==> config.mk <==
export PLATFORM = sky130hd
export DESIGN_NAME = imm_extend_pipe
export DESIGN_NICKNAME = d
export VERILOG_FILES = /design/src/rtl/imm_extend_pipe.sv
export SDC_FILE = /design/constraint.sdc
export NUM_CORES = 1
export LEC_CHECK = 0
export ABC_CLOCK_PERIOD_IN_PS = 3440
export CAP_MARGIN = 20
export CORE_ASPECT_RATIO = 2
export CORE_UTILIZATION = 30
export DETAILED_ROUTE_END_ITERATION = 8
export PLACE_DENSITY = 0.64
export SYNTH_ARGS = -nofsm -noshare
export SYNTH_HDL_FRONTEND = slang
export SYNTH_SLANG_ARGS = --single-unit
==> constraint.sdc <==
create_clock -name clk -period 3.44 [get_ports clk]
set_input_delay 0.344 -clock clk [delete_from_list [all_inputs] [get_ports clk]]
set_output_delay 0.344 -clock clk [all_outputs]
set_load 0.05 [all_outputs]
==> src/rtl/imm_extend_pipe.sv <==
// Immediate sign/zero extender with optional word shift, buffered in a 2-entry FIFO
// that carries an instruction tag alongside each result.
module imm_extend_pipe #(
   parameter int unsigned IN_WIDTH  = 26,
   parameter int unsigned OUT_WIDTH = 64,
   parameter int unsigned TAG_WIDTH = 6
) (
   input  logic                 clk,
   input  logic                 reset,
   input  logic                 in_valid,
   output logic                 in_ready,
   input  logic [IN_WIDTH-1:0]  value_in,
   input  logic [1:0]           field_sel,
   input  logic                 zero_ext,
   input  logic                 shift2,
   input  logic [TAG_WIDTH-1:0] tag_in,
   output logic                 out_valid,
   input  logic                 out_ready,
   output logic [OUT_WIDTH-1:0] extended_out,
   output logic [TAG_WIDTH-1:0] tag_out
);

   localparam logic [OUT_WIDTH-1:0] AllOnes  = {OUT_WIDTH{1'b1}};
   localparam logic [OUT_WIDTH-1:0] MaskFull = AllOnes >> (OUT_WIDTH - IN_WIDTH);
   localparam logic [OUT_WIDTH-1:0] Mask19   = AllOnes >> (OUT_WIDTH - 19);
   localparam logic [OUT_WIDTH-1:0] Mask12   = AllOnes >> (OUT_WIDTH - 12);
   localparam logic [OUT_WIDTH-1:0] Mask9    = AllOnes >> (OUT_WIDTH - 9);

   logic [OUT_WIDTH-1:0] padded;
   logic [OUT_WIDTH-1:0] keep_mask;
   logic [OUT_WIDTH-1:0] extended;
   logic [OUT_WIDTH-1:0] result;
   logic                 sign_bit;
   logic                 fill;

   always_comb begin
      padded    = OUT_WIDTH'(value_in);
      keep_mask = MaskFull;
      sign_bit  = value_in[IN_WIDTH-1];
      unique case (field_sel)
         2'b00: begin
            keep_mask = MaskFull;
            sign_bit  = value_in[IN_WIDTH-1];
         end
         2'b01: begin
            keep_mask = Mask19;
            sign_bit  = value_in[18];
         end
         2'b10: begin
            keep_mask = Mask12;
            sign_bit  = value_in[11];
         end
         default: begin
            keep_mask = Mask9;
            sign_bit  = value_in[8];
         end
      endcase
      fill     = sign_bit & ~zero_ext;
      extended = (padded & keep_mask) | ({OUT_WIDTH{fill}} & ~keep_mask);
      result   = shift2 ? {extended[OUT_WIDTH-3:0], 2'b00} : extended;
   end

   logic [OUT_WIDTH-1:0] data_q [2];
   logic [TAG_WIDTH-1:0] tag_q  [2];
   logic                 wr_ptr_q, rd_ptr_q;
   logic [1:0]           count_q, count_d;
   logic                 push, pop;

   // in_ready depends only on registered occupancy, never on out_ready
   assign in_ready     = (count_q != 2'd2);
   assign out_valid    = (count_q != 2'd0);
   assign push         = in_valid & in_ready;
   assign pop          = out_valid & out_ready;
   assign extended_out = data_q[rd_ptr_q];
   assign tag_out      = tag_q[rd_ptr_q];

   always_comb begin
      count_d = count_q;
      unique case ({push, pop})
         2'b10:   count_d = count_q + 2'd1;
         2'b01:   count_d = count_q - 2'd1;
         default: count_d = count_q;
      endcase
   end

   always_ff @(posedge clk or posedge reset) begin
      if (reset) begin
         count_q  <= 2'd0;
         wr_ptr_q <= 1'b0;
         rd_ptr_q <= 1'b0;
         for (int i = 0; i < 2; i++) begin
            data_q[i] <= '0;
            tag_q[i]  <= '0;
         end
      end else begin
         count_q <= count_d;
         if (push) begin
            data_q[wr_ptr_q] <= result;
            tag_q[wr_ptr_q]  <= tag_in;
            wr_ptr_q         <= ~wr_ptr_q;
         end
         if (pop) begin
            rd_ptr_q <= ~rd_ptr_q;
         end
      end
   end

endmodule

Word-level counts from Yosys, hierarchy flattened

Cells that the tools add are included.
W data, S select, Z words.

Register bits after elaboration: 144
Bits of input ports: 40
Output and inout bits: 72
Word-level logic and storage cells: 49

Add/sub/neg operators: 2
Bitwise gates (word level): 12
Mux-type cells: 16
Equal/unequal tests: 5
Reduce and logical (&&, ||, !) cells: 4
Magnitude comparators: 3

Operators with widths:

| cell                  | count |
|---|---|
| $mux W64              | 5 |
| $bwmux W128           | 1 |
| $pmux W26 S3          | 1 |
| $and A26 B64 Y64      | 1 |
| $and A64 B64 Y64      | 1 |
| $demux W64 S1         | 1 |
| $not A64 Y64          | 1 |
| $or A64 B64 Y64       | 1 |
| $mux W6               | 4 |
| $bwmux W12            | 1 |
| $demux W6 S1          | 1 |
| $eq A2 B1 Y1 const B  | 2 |
| $eq A2 B2 Y1 const B  | 2 |
| $ge A2 B2 Y1 const B  | 2 |
| $not A1 Y2            | 2 |
| $pmux W2 S2           | 1 |
| $reduce_bool A2 Y1    | 2 |
| $and A1 B1 Y1         | 3 |
| $not A1 Y1            | 3 |
| $pmux W1 S3           | 1 |
| $add A2 B1 Y2 const B | 1 |
| $logic_not A2 Y1      | 1 |
| $lt A2 B1 Y1 const B  | 1 |
| $ne A2 B2 Y1 const B  | 1 |
| other kinds (2)       | 2 |

Depth between registers and ports, before layout

Gate-level depths: netlist of run 1.

Depth in word-level cells: 7
Gate-level depth with buffers: 6

Least setup slack after synthesis of run 1

Ideal clock, no wire load.

Path kind: register to output
From: reg rd_ptr_q
To: out extended_out[29]
Arrival time: 1.810 ns
Cell stages (with the launch flop): 5
Slack: 1.286 ns
Buffers on the path: 3
Data required time: 3.096 ns
Cells stage by stage: dfrtp_1 -> clkbuf_1 -> buf_2 -> mux2_2 -> buf_4

Longest elaborated chain between the ends: 4

RTL lines:

| element                                      | line | text |
|---|---|---|
| start: declaration                           | 65   | `logic wr_ptr_q, rd_ptr_q;` |
| start signal: assignment                     | 103  | `rd_ptr_q <= ~rd_ptr_q;` |
| $not A1 Y2 (not written as such)             | 74   | `assign extended_out = data_q[rd_ptr_q];` |
| $mux W64 (not written as such) (3 in series) | 74   |  |
| end: declaration                             | 19   | `output logic [OUT_WIDTH-1:0] extended_out,` |

Every way passes these cells. The select of a mux whose other input is x is not followed.

Final worst setup path of run 1

From: reg rd_ptr_q
To: out extended_out[26]

Same word-level chain as after synthesis.

==> out/qor_table.md, run 1 <==
| Quantity | Reported | Unit |
|---|---|---|
| Outcome | complete, no violations | - |
| Vias per Instance | 4.875 | - |
| Number of buffers and inverters on the critical path | 2 | - |
| Setup crit end kind | output port | - |
| # rows | 58 | - |
| Met3 capacity usage during global routing | 0.02915 | - |
| Final WL | 9273 | um |
| Filler cells | 1242 | - |
| Post-synthesis to final-layout area growth | 30.53 | % |
| DIE WIDTH | 83.02 | um |
| Most used routing layer in global routing | met2 | - |
| First-pass GRT wire length | 14990 | um |
| Clock network latency to the later pin of the worst-skew pair | 0.33 | ns |
| Max-slew headroom at the worst pin | 0.4046 | - |
| Setup fix buffers added after clock tree synthesis | 0 | - |
| Post-route ant nets | 0 | - |
| GR Layer Usage met2 | 0.2638 | - |
| GPL Wtd Cong | 0.8215 | - |
| Worst Tran Pin Value | 0.8918 | ns |
| Final period util | 0.7957 | - |
| Detailed-router iteration count before antenna repair | 6 | - |
| Master cell of the clock root buffer | clkbuf_16 | - |
| Min-delay worst type | reg2reg | - |
| Setup repair after global routing missed its margin | false | - |
| Number of global-route vias before repair | 3045 | - |
| Slowest-stage cell, CP | clkdlybuf4s50_1 | - |
| Avg WL per Cell | 15.43 | um |
| Sequential-to-total area share from yosys stat | 0.4701 | - |
| Data required time of the worst path | 3.10 | ns |
| Chip height | 164.0 | um |
| Full die area | 13620 | um2 |
| Sequence of cells on the critical path | buf_12 > mux2_2 > clkdlybuf4s50_1 | - |
| Cell type group with the largest total delay on the critical path | buffers and inverters | - |
| Syn. warnings | 0 | - |
| WS Path Type | reg2out | - |
| Clk sinks | 74 | - |
| Remaining DRCs | 0 | - |
| Worst slack, placed | 1.018 | ns |
| Core Area | 12700 | um2 |
| Fraction of final layout cells with drive strength greater than 1 | 0.2749 | - |
| Starting utilization of the core area | 0.3101 | - |
| Cell area after synthesis | 3939 | um2 |
| Ant. Diodes | 0 | - |
| TNS Setup | 0 | ns |
| Number of max-slew violations in the final report | 0 | - |
| Flip-flop and latch count after synthesis | 74 | - |
| Number of nets in the synthesized netlist | 414 | - |
| Num ports | 112 | - |
| Post-CTS Hold Fix Bufs | 0 | - |
| Number of DRC markers in iteration 0 | 211 | - |
| Final net count | 487 | - |
| Final-report setup violation count | 0 | - |
| Global-route track usage on met1 | 0.1505 | - |
| Total CTS buffers | 9 | - |
| Peak Freq | 365.3 | MHz |
| Worst stage delay on the critical path | 0.71 | ns |
| Cell count after synthesis | 373 | - |
| H-tree level count | 3 | - |
| Maximum fanout along the worst path | 27 | - |
| Maximum number of pins on one net before global-route repair | 49 | - |
| Residual overflow from global routing | 0 | - |
| Min setup slack post-route | 0.7028 | ns |
| Min Tclk post-route | 2.737 | ns |
| Clock-pin slew of the registers on the worst-case setup and hold paths | 0.06 | ns |
| Global-route total usage across every layer | 0.1416 | - |
| Total half-perimeter wirelength after legalization and detailed placement | 6819 | um |
| Final hold violation count | 0 | - |
| CTS tree | yes | - |
| Clk_skew | 0.003246 | ns |
| Average cell area after synthesis | 10.56 | um2 |
| Netlist cell types | 37 | - |
| Endpoint arrival time on the critical path | 2.39 | ns |
| Vias after detailed routing | 2930 | - |
| Maximum number of buffers from clock root to sink | 2 | - |
| Number of max-cap violations | 0 | - |
| Cells resized by post-CTS repair | 0 | - |
| Kind of launch point of the worst setup path | flop | - |
| Antenna violations before repair | 0 | - |
| Count of port buffers added during placement | 111 | - |
-- cell usage after synthesis (all sizes together) --
cell type | number | share of area
a211o | 1 | 0.0022
o21a | 5 | 0.0095
a21oi | 3 | 0.0038
nor4b | 1 | 0.0022
xor2 | 2 | 0.0044
a31oi | 3 | 0.0048
o31ai | 9 | 0.017
o31a | 1 | 0.0022
and3 | 1 | 0.0016
and4b | 1 | 0.0025
nor2 | 9 | 0.0092
ha | 1 | 0.0032
nor2b | 2 | 0.0032
nand3 | 2 | 0.0025
nand2 | 68 | 0.065
a32oi | 2 | 0.0092
a22oi | 2 | 0.0038
o311a | 1 | 0.0025
nand3b | 1 | 0.0019
nand2b | 1 | 0.0035
o211ai | 1 | 0.0019
a2bb2oi | 1 | 0.0022
and2 | 1 | 0.0016
mux2 | 59 | 0.17
o21ai | 39 | 0.050
dfrtp | 74 | 0.47
or2 | 1 | 0.0016
mux2i | 18 | 0.046
buf | 49 | 0.087
inv | 4 | 0.0038
xnor2 | 2 | 0.0044
clkbuf | 8 | 0.0076
-- placed cells by master, fill, tap and decap left out, types with 2 or more instances in the layout --
cell type        count
a31oi_1              3
nand2_1             68
buf_4               43
a22oi_1              2
o21ai_0             39
a21oi_1              3
nor2_1               8
dfrtp_1             74
mux2i_1             18
inv_1                3
clkinv_2             3
clkdlybuf4s50_1     75
xnor2_1              2
o21a_1               5
xor2_1               2
clkbuf_16            9
o31ai_1              9
clkinv_4             2
nand3_1              2
nor2b_1              2
mux2_2              58
-- through the flow --
stage,area [um2],util,hold WS [ns],std cells
2_1_floorplan,3939,-,0.4401,373
3_3_place_gp,4846,0.3816,0.4536,585
3_5_place_dp,4846,0.3816,0.4603,585
4_1_cts,5141,0.4048,0.4751,601
5_1_grt,5141,0.4048,0.4951,601
6_report,5141,0.4048,0.4742,601
-- worst reg2reg max path: stages, from the launching register on --
cell and delay [ns]:
dfrtp_1 0.40, nand2b_4 0.18, and3_1 0.67, mux2_2 0.42
-- layer usage --
metal  wire, um  vias up
li1           -     1404
met1       3561     1414
met2       5082       99
met3        433       13
met4        196        0
met5          0        -
-- final cells by class --
class,instances,area (um2),share of cell area
tap,150,187.7,0.03651
clock buffer,9,225.2,0.04381
inverter,4,15.01,0.002920
timing repair buffer,119,1094,0.2127
multi-input combinational,238,1698,0.3303
clock inverter,7,70.07,0.01363
sequential,74,1852,0.3602
-- sequential cells by signal, indices dropped and copies added, names as in the netlist --
name and count:
wr_ptr_q 1, count_q 2, tag_q 12, data_q 58, rd_ptr_q 1
-- logic make-up (layout without fill, tap and decap cells) --
| kind of cell | after synthesis | in the layout | share of synthesized area |
|---|---|---|---|
| AOI/OAI and AO/OA | 68 | 68 | 0.1090 |
| xor gates and xnor gates | 4 | 4 | 0.008896 |
| muxes | 77 | 77 | 0.2154 |
| adders and majority gates | 1 | 1 | 0.003176 |
| buffers and inverters | 61 | 139 | 0.09879 |
| DFF | 74 | 74 | 0.4701 |
| and+or+nand+nor | 88 | 88 | 0.09467 |
-- final timing paths --
path | slack (ns) | start | to | cells after the start
min in group asynchronous | 0.52 | reset | tag_q[2]$_DFFE_PP0P_ | 2
max in group asynchronous | 2.10 | reset | data_q[0]$_DFFE_PP0P_ | 3
min | 0.47 | data_q[2]$_DFFE_PP0P_ | data_q[2]$_DFFE_PP0P_ | 2
max | 0.70 | rd_ptr_q$_DFFE_PP0P_ | extended_out[26] | 3
max reg2reg | 1.65 | count_q[0]$_DFFE_PP0P_ | data_q[21]$_DFFE_PP0P_ | 3
min reg2reg | 0.47 | data_q[2]$_DFFE_PP0P_ | data_q[2]$_DFFE_PP0P_ | 2
Power of run 1 is not shown: default switching activity piles up to over one toggle a cycle in this logic, so the estimate is an artifact.
==> run 2: changes to the inputs <==
--- a/config.mk
+++ b/config.mk
@@ -5,7 +5,7 @@
 export SDC_FILE = /design/constraint.sdc
 export NUM_CORES = 1
 export LEC_CHECK = 0
-export ABC_CLOCK_PERIOD_IN_PS = 3440
+export ABC_CLOCK_PERIOD_IN_PS = 2650
 export CAP_MARGIN = 20
 export CORE_ASPECT_RATIO = 2
 export CORE_UTILIZATION = 30
==> constraint.sdc (replaced) <==
create_clock -name clk -period 2.65 [get_ports clk]
set_input_delay 0.265 -clock clk [delete_from_list [all_inputs] [get_ports clk]]
set_output_delay 0.265 -clock clk [all_outputs]
set_load 0.05 [all_outputs]
==> out/qor_table.md, run 2 (synthesis gave the netlist of run 1 again) <==
| Quantity | Reported | Unit |
|---|---|---|
| Commonest non-fill, non-tap cells in the layout | dfrtp_1, buf_12, nand2_1 | - |
| Min Tclk post-route | 2.137 | ns |
| Ant. Diodes | 0 | - |
| Worst hold-check slack | 0.3203 | ns |
| Clk_skew | 0.006140 | ns |
| Avg WL per Cell | 16.11 | um |
| Residual overflow from global routing | 0 | - |
| Most common cell after layout, fill and taps aside | dfrtp_1 | - |
| Worst Tran Pin Value | 0.5904 | ns |
| First-pass GRT wire length | 15550 | um |
| Peak Freq | 467.9 | MHz |
| Count of port buffers added during placement | 111 | - |
| Post-route ant nets | 0 | - |
| Max-slew headroom at the worst pin | 0.6058 | - |
| Total CTS buffers | 9 | - |
| Post-synthesis to final-layout area growth | 52.86 | % |
| Reg2Reg Depth | 5 | - |
| Cells resized by post-CTS repair | 0 | - |
| Number of DRC markers in iteration 0 | 123 | - |
| # rows | 58 | - |
| Master cell of the clock root buffer | clkbuf_16 | - |
| Number of max-cap violations | 0 | - |
| Global-route total usage across every layer | 0.1475 | - |
| Setup fix buffers added after clock tree synthesis | 0 | - |
| Vias per Instance | 4.912 | - |
| Fraction of final layout cells with drive strength greater than 1 | 0.3560 | - |
| Full die area | 13620 | um2 |
| CTS tree | yes | - |
| Final net count | 491 | - |
| Post-CTS Hold Fix Bufs | 0 | - |
| Final period util | 0.8064 | - |
| Number of flip-flops under the largest register name | 58 | - |
| Starting utilization of the core area | 0.3101 | - |
| Num ports | 112 | - |
| Antenna violations before repair | 0 | - |
| Clk sinks | 74 | - |
| Core Area | 12700 | um2 |
| WS Path Type | reg2out | - |
| Outcome | complete, no violations | - |
| Number of global-route vias before repair | 3014 | - |
| GPL Wtd Cong | 0.8264 | - |
| Maximum number of pins on one net before global-route repair | 49 | - |
| Vias after detailed routing | 2972 | - |
| Number of max-slew violations in the final report | 0 | - |
| Final-report setup violation count | 0 | - |
| Largest registers | data_q x58, tag_q x12, count_q x2 | - |
| DIE WIDTH | 83.02 | um |
| Chip height | 164.0 | um |
| Endpoint arrival time on the critical path | 1.87 | ns |
| Final hold violation count | 0 | - |
| TNS Setup | 0 | ns |
| H-tree level count | 3 | - |
| Detailed-router iteration count before antenna repair | 4 | - |
| Total half-perimeter wirelength after legalization and detailed placement | 7414 | um |
| Setup repair after global routing missed its margin | false | - |
| Maximum fanout along the worst path | 18 | - |
| Filler cells | 1113 | - |
| Kind of launch point of the worst setup path | flop | - |
| Register name with the most flops | data_q | - |
| Remaining DRCs | 0 | - |
| Final WL | 9748 | um |
| Clock-pin slew of the registers on the worst-case setup and hold paths | 0.06 | ns |
| Data required time of the worst path | 2.38 | ns |
| Clock network latency to the later pin of the worst-skew pair | 0.33 | ns |
| Setup crit end kind | output port | - |
| Min-delay worst type | in2async | - |
| Maximum number of buffers from clock root to sink | 2 | - |
run 2: cell types whose count changed in the layout (fill, tap and decap cells not counted):
cell / change
buf_4: -33
clkdlybuf4s50_1: -34
buf_12: +71
inv_6: +1
bufinv_16: +2
clkinv_4: -2
clkinv_2: -1
run 2: final cells by class:
| cell class | instances | area, um2 | share of cell area |
|---|---|---|---|
| clock buffers | 9 | 225.2 | 0.03741 |
| clock inverters | 7 | 116.4 | 0.01933 |
| inverters | 4 | 15.01 | 0.002494 |
| multi-input cells | 238 | 1698 | 0.2820 |
| flip-flops and latches | 74 | 1852 | 0.3076 |
| well taps | 150 | 187.7 | 0.03117 |
| repair buffers | 123 | 1927 | 0.3200 |
run 2: final timing paths:
kind / startpoint / slack (ns) / to
setup / recovery: rd_ptr_q$_DFFE_PP0P_ / 0.51 / extended_out[20]
hold / removal: reset / 0.32 / tag_q[8]$_DFFE_PP0P_
setup reg to reg: count_q[1]$_DFFE_PP0P_ / 0.97 / count_q[1]$_DFFE_PP0P_
hold reg to reg: tag_q[3]$_DFFE_PP0P_ / 0.47 / tag_q[3]$_DFFE_PP0P_
max in group asynchronous: reset / 1.66 / data_q[1]$_DFFE_PP0P_
min in group clk: tag_q[3]$_DFFE_PP0P_ / 0.47 / tag_q[3]$_DFFE_PP0P_
run 2: worst max-delay path: stages, from the launching register on:
cell and delay [ns]:
dfrtp_1 0.59, buf_4 0.36, mux2_2 0.42, buf_12 0.16
run 2: metal layers:
layer	wire, um	track usage
met1	3660	0.1551
met2	5501	0.2779
met3	328	0.02764
met4	257	0.07210
met5	0	0
run 2: per-stage QoR:
step	cells	area [um2]	util	worst slack, ns
after CTS	605	6021	0.4741	0.4586
after floorplan	373	3939	-	0.5034
final	605	6021	0.4741	0.5130
after global routing	605	6021	0.4741	0.4521
after global placement	589	5679	0.4472	0.6788
after detailed placement	589	5679	0.4472	0.5983
Power of run 2 is left out for the same reason.
==> run 3: changes to the inputs <==
--- a/config.mk
+++ b/config.mk
@@ -5,12 +5,12 @@
 export SDC_FILE = /design/constraint.sdc
 export NUM_CORES = 1
 export LEC_CHECK = 0
-export ABC_CLOCK_PERIOD_IN_PS = 2650
+export ABC_CLOCK_PERIOD_IN_PS = 1800
 export CAP_MARGIN = 20
 export CORE_ASPECT_RATIO = 2
 export CORE_UTILIZATION = 30
 export DETAILED_ROUTE_END_ITERATION = 8
-export PLACE_DENSITY = 0.64
+export PLACE_DENSITY = 0.66
 export SYNTH_ARGS = -nofsm -noshare
 export SYNTH_HDL_FRONTEND = slang
 export SYNTH_SLANG_ARGS = --single-unit
==> constraint.sdc (replaced) <==
create_clock -name clk -period 1.8 [get_ports clk]
set_input_delay 0.18 -clock clk [delete_from_list [all_inputs] [get_ports clk]]
set_output_delay 0.18 -clock clk [all_outputs]
set_load 0.05 [all_outputs]
==> out/qor_table.md, run 3 (synthesis gave the netlist of run 1 again) <==
| Quantity | Reported | Unit |
|---|---|---|
| Maximum fanout along the worst path | 18 | - |
| # rows | 58 | - |
| Post-CTS Hold Fix Bufs | 0 | - |
| GPL Wtd Cong | 0.8294 | - |
| Number of global-route vias before repair | 3190 | - |
| Number of DRC markers in iteration 0 | 184 | - |
| Worst Tran Pin Value | 0.3186 | ns |
| Most common cell after layout, fill and taps aside | buf_12 | - |
| Full die area | 13620 | um2 |
| Number of max-cap violations | 0 | - |
| Endpoint arrival time on the critical path | 1.56 | ns |
| Reg2Reg Depth | 5 | - |
| CTS tree | yes | - |
| Ant. Diodes | 0 | - |
| Peak Freq | 576.2 | MHz |
| Kind of launch point of the worst setup path | flop | - |
| Final net count | 504 | - |
| Detailed-router iteration count before antenna repair | 4 | - |
| Core Area | 12700 | um2 |
| Post-synthesis to final-layout area growth | 57.27 | % |
| Combined area of the multi-input logic cells | 1702 | um2 |
| Critical register-to-register path startpoint | count_q[1]$_DFFE_PP0P_ | - |
| DIE WIDTH | 83.02 | um |
| Post-route cell area | 6195 | um2 |
| Final-report setup violation count | 0 | - |
| Largest registers | data_q x58, tag_q x12, count_q x2 | - |
| Starting utilization of the core area | 0.3101 | - |
| Filler cells | 1117 | - |
| Reg2Reg Setup Slack | 0.16 | ns |
| Global-route total usage across every layer | 0.1513 | - |
| TNS Setup | 0 | ns |
| Count of port buffers added during placement | 111 | - |
| Vias after detailed routing | 3052 | - |
| Chip height | 164.0 | um |
| WS Path Type | reg2out | - |
| Min setup slack post-route | 0.06437 | ns |
| First-pass GRT wire length | 16100 | um |
| Total half-perimeter wirelength after legalization and detailed placement | 7499 | um |
| Residual overflow from global routing | 0 | - |
| Total CTS buffers | 9 | - |
| Number of max-slew violations in the final report | 0 | - |
| Number of flip-flops under the largest register name | 58 | - |
| Maximum number of buffers from clock root to sink | 2 | - |
| Register name with the most flops | data_q | - |
| Clock-pin slew of the registers on the worst-case setup and hold paths | 0.06 | ns |
| Setup crit end kind | output port | - |
| Final period util | 0.9642 | - |
| Min Tclk post-route | 1.736 | ns |
| H-tree level count | 3 | - |
| Min-delay worst type | in2async | - |
| Remaining DRCs | 0 | - |
| Final hold violation count | 0 | - |
| Register area | 1853 | um2 |
| Post-route ant nets | 0 | - |
| Num ports | 112 | - |
| Commonest non-fill, non-tap cells in the layout | buf_12, dfrtp_1, nand2_1 | - |
| Vias per Instance | 4.939 | - |
| Master cell of the clock root buffer | clkbuf_16 | - |
| Instance area at placement | 5847 | um2 |
| Worst slack, placed | -0.04667 | ns |
| Max-slew headroom at the worst pin | 0.7858 | - |
| Final WL | 9725 | um |
| Clock network latency to the later pin of the worst-skew pair | 0.33 | ns |
| Clk_skew | 0.007139 | ns |
| Avg WL per Cell | 15.74 | um |
| Startpoint of the worst setup timing path | rd_ptr_q$_DFFE_PP0P_ | - |
| Antenna violations before repair | 0 | - |
| Data required time of the worst path | 1.62 | ns |
| Setup repair after global routing missed its margin | false | - |
| Outcome | complete, no violations | - |
| Fraction of final layout cells with drive strength greater than 1 | 0.3803 | - |
| Maximum number of pins on one net before global-route repair | 39 | - |
| Clk sinks | 74 | - |
run 3: worst max-delay path, stage by stage, from the launching register on:
cell,delay (ns)
dfrtp_2,0.45
mux2_4,0.35
clkbuf_16,0.23
buf_12,0.17
run 3: metrics by stage:
stage               hold slack, ns    util  cells
floorplan                   0.2854       -    373
global placement            0.4522  0.4604    601
detailed placement          0.4604  0.4604    601
CTS                         0.1621  0.4858    617
global route                0.1912  0.4878    618
finish                      0.1666  0.4878    618
run 3: cell type report:
class                           count  share of cell area
Timing Repair Buffer              136              0.3422
Sequential cell                    74              0.2991
Multi-Input combinational cell    238              0.2747
Clock buffer                       11             0.04080
Tap cell                          150             0.03030
Clock inverter                      5            0.009897
Inverter                            4            0.003030
run 3: metal layers:
layer,up-vias,track usage,share of wire
met5,-,0,0
met4,0,0.07602,0.029
met1,1471,0.1624,0.37
li1,1440,-,-
met3,16,0.02412,0.044
met2,125,0.2835,0.56
run 3: what timing repair did:
item,CTS,global route
gates resized for setup,2,0
endpoints found under the setup margin,42,36
gates cloned,0,1
setup buffers,0,0
run 3: path summary, 6_finish.rpt:
kind | to
max reg2reg | count_q[1]$_DFFE_PP0P_
min reg2reg | tag_q[2]$_DFFE_PP0P_
max in group asynchronous | data_q[83]$_DFFE_PP0P_
max | extended_out[31]
min in group clk | tag_q[2]$_DFFE_PP0P_
min | tag_q[5]$_DFFE_PP0P_
Power of run 3 is left out for the same reason.
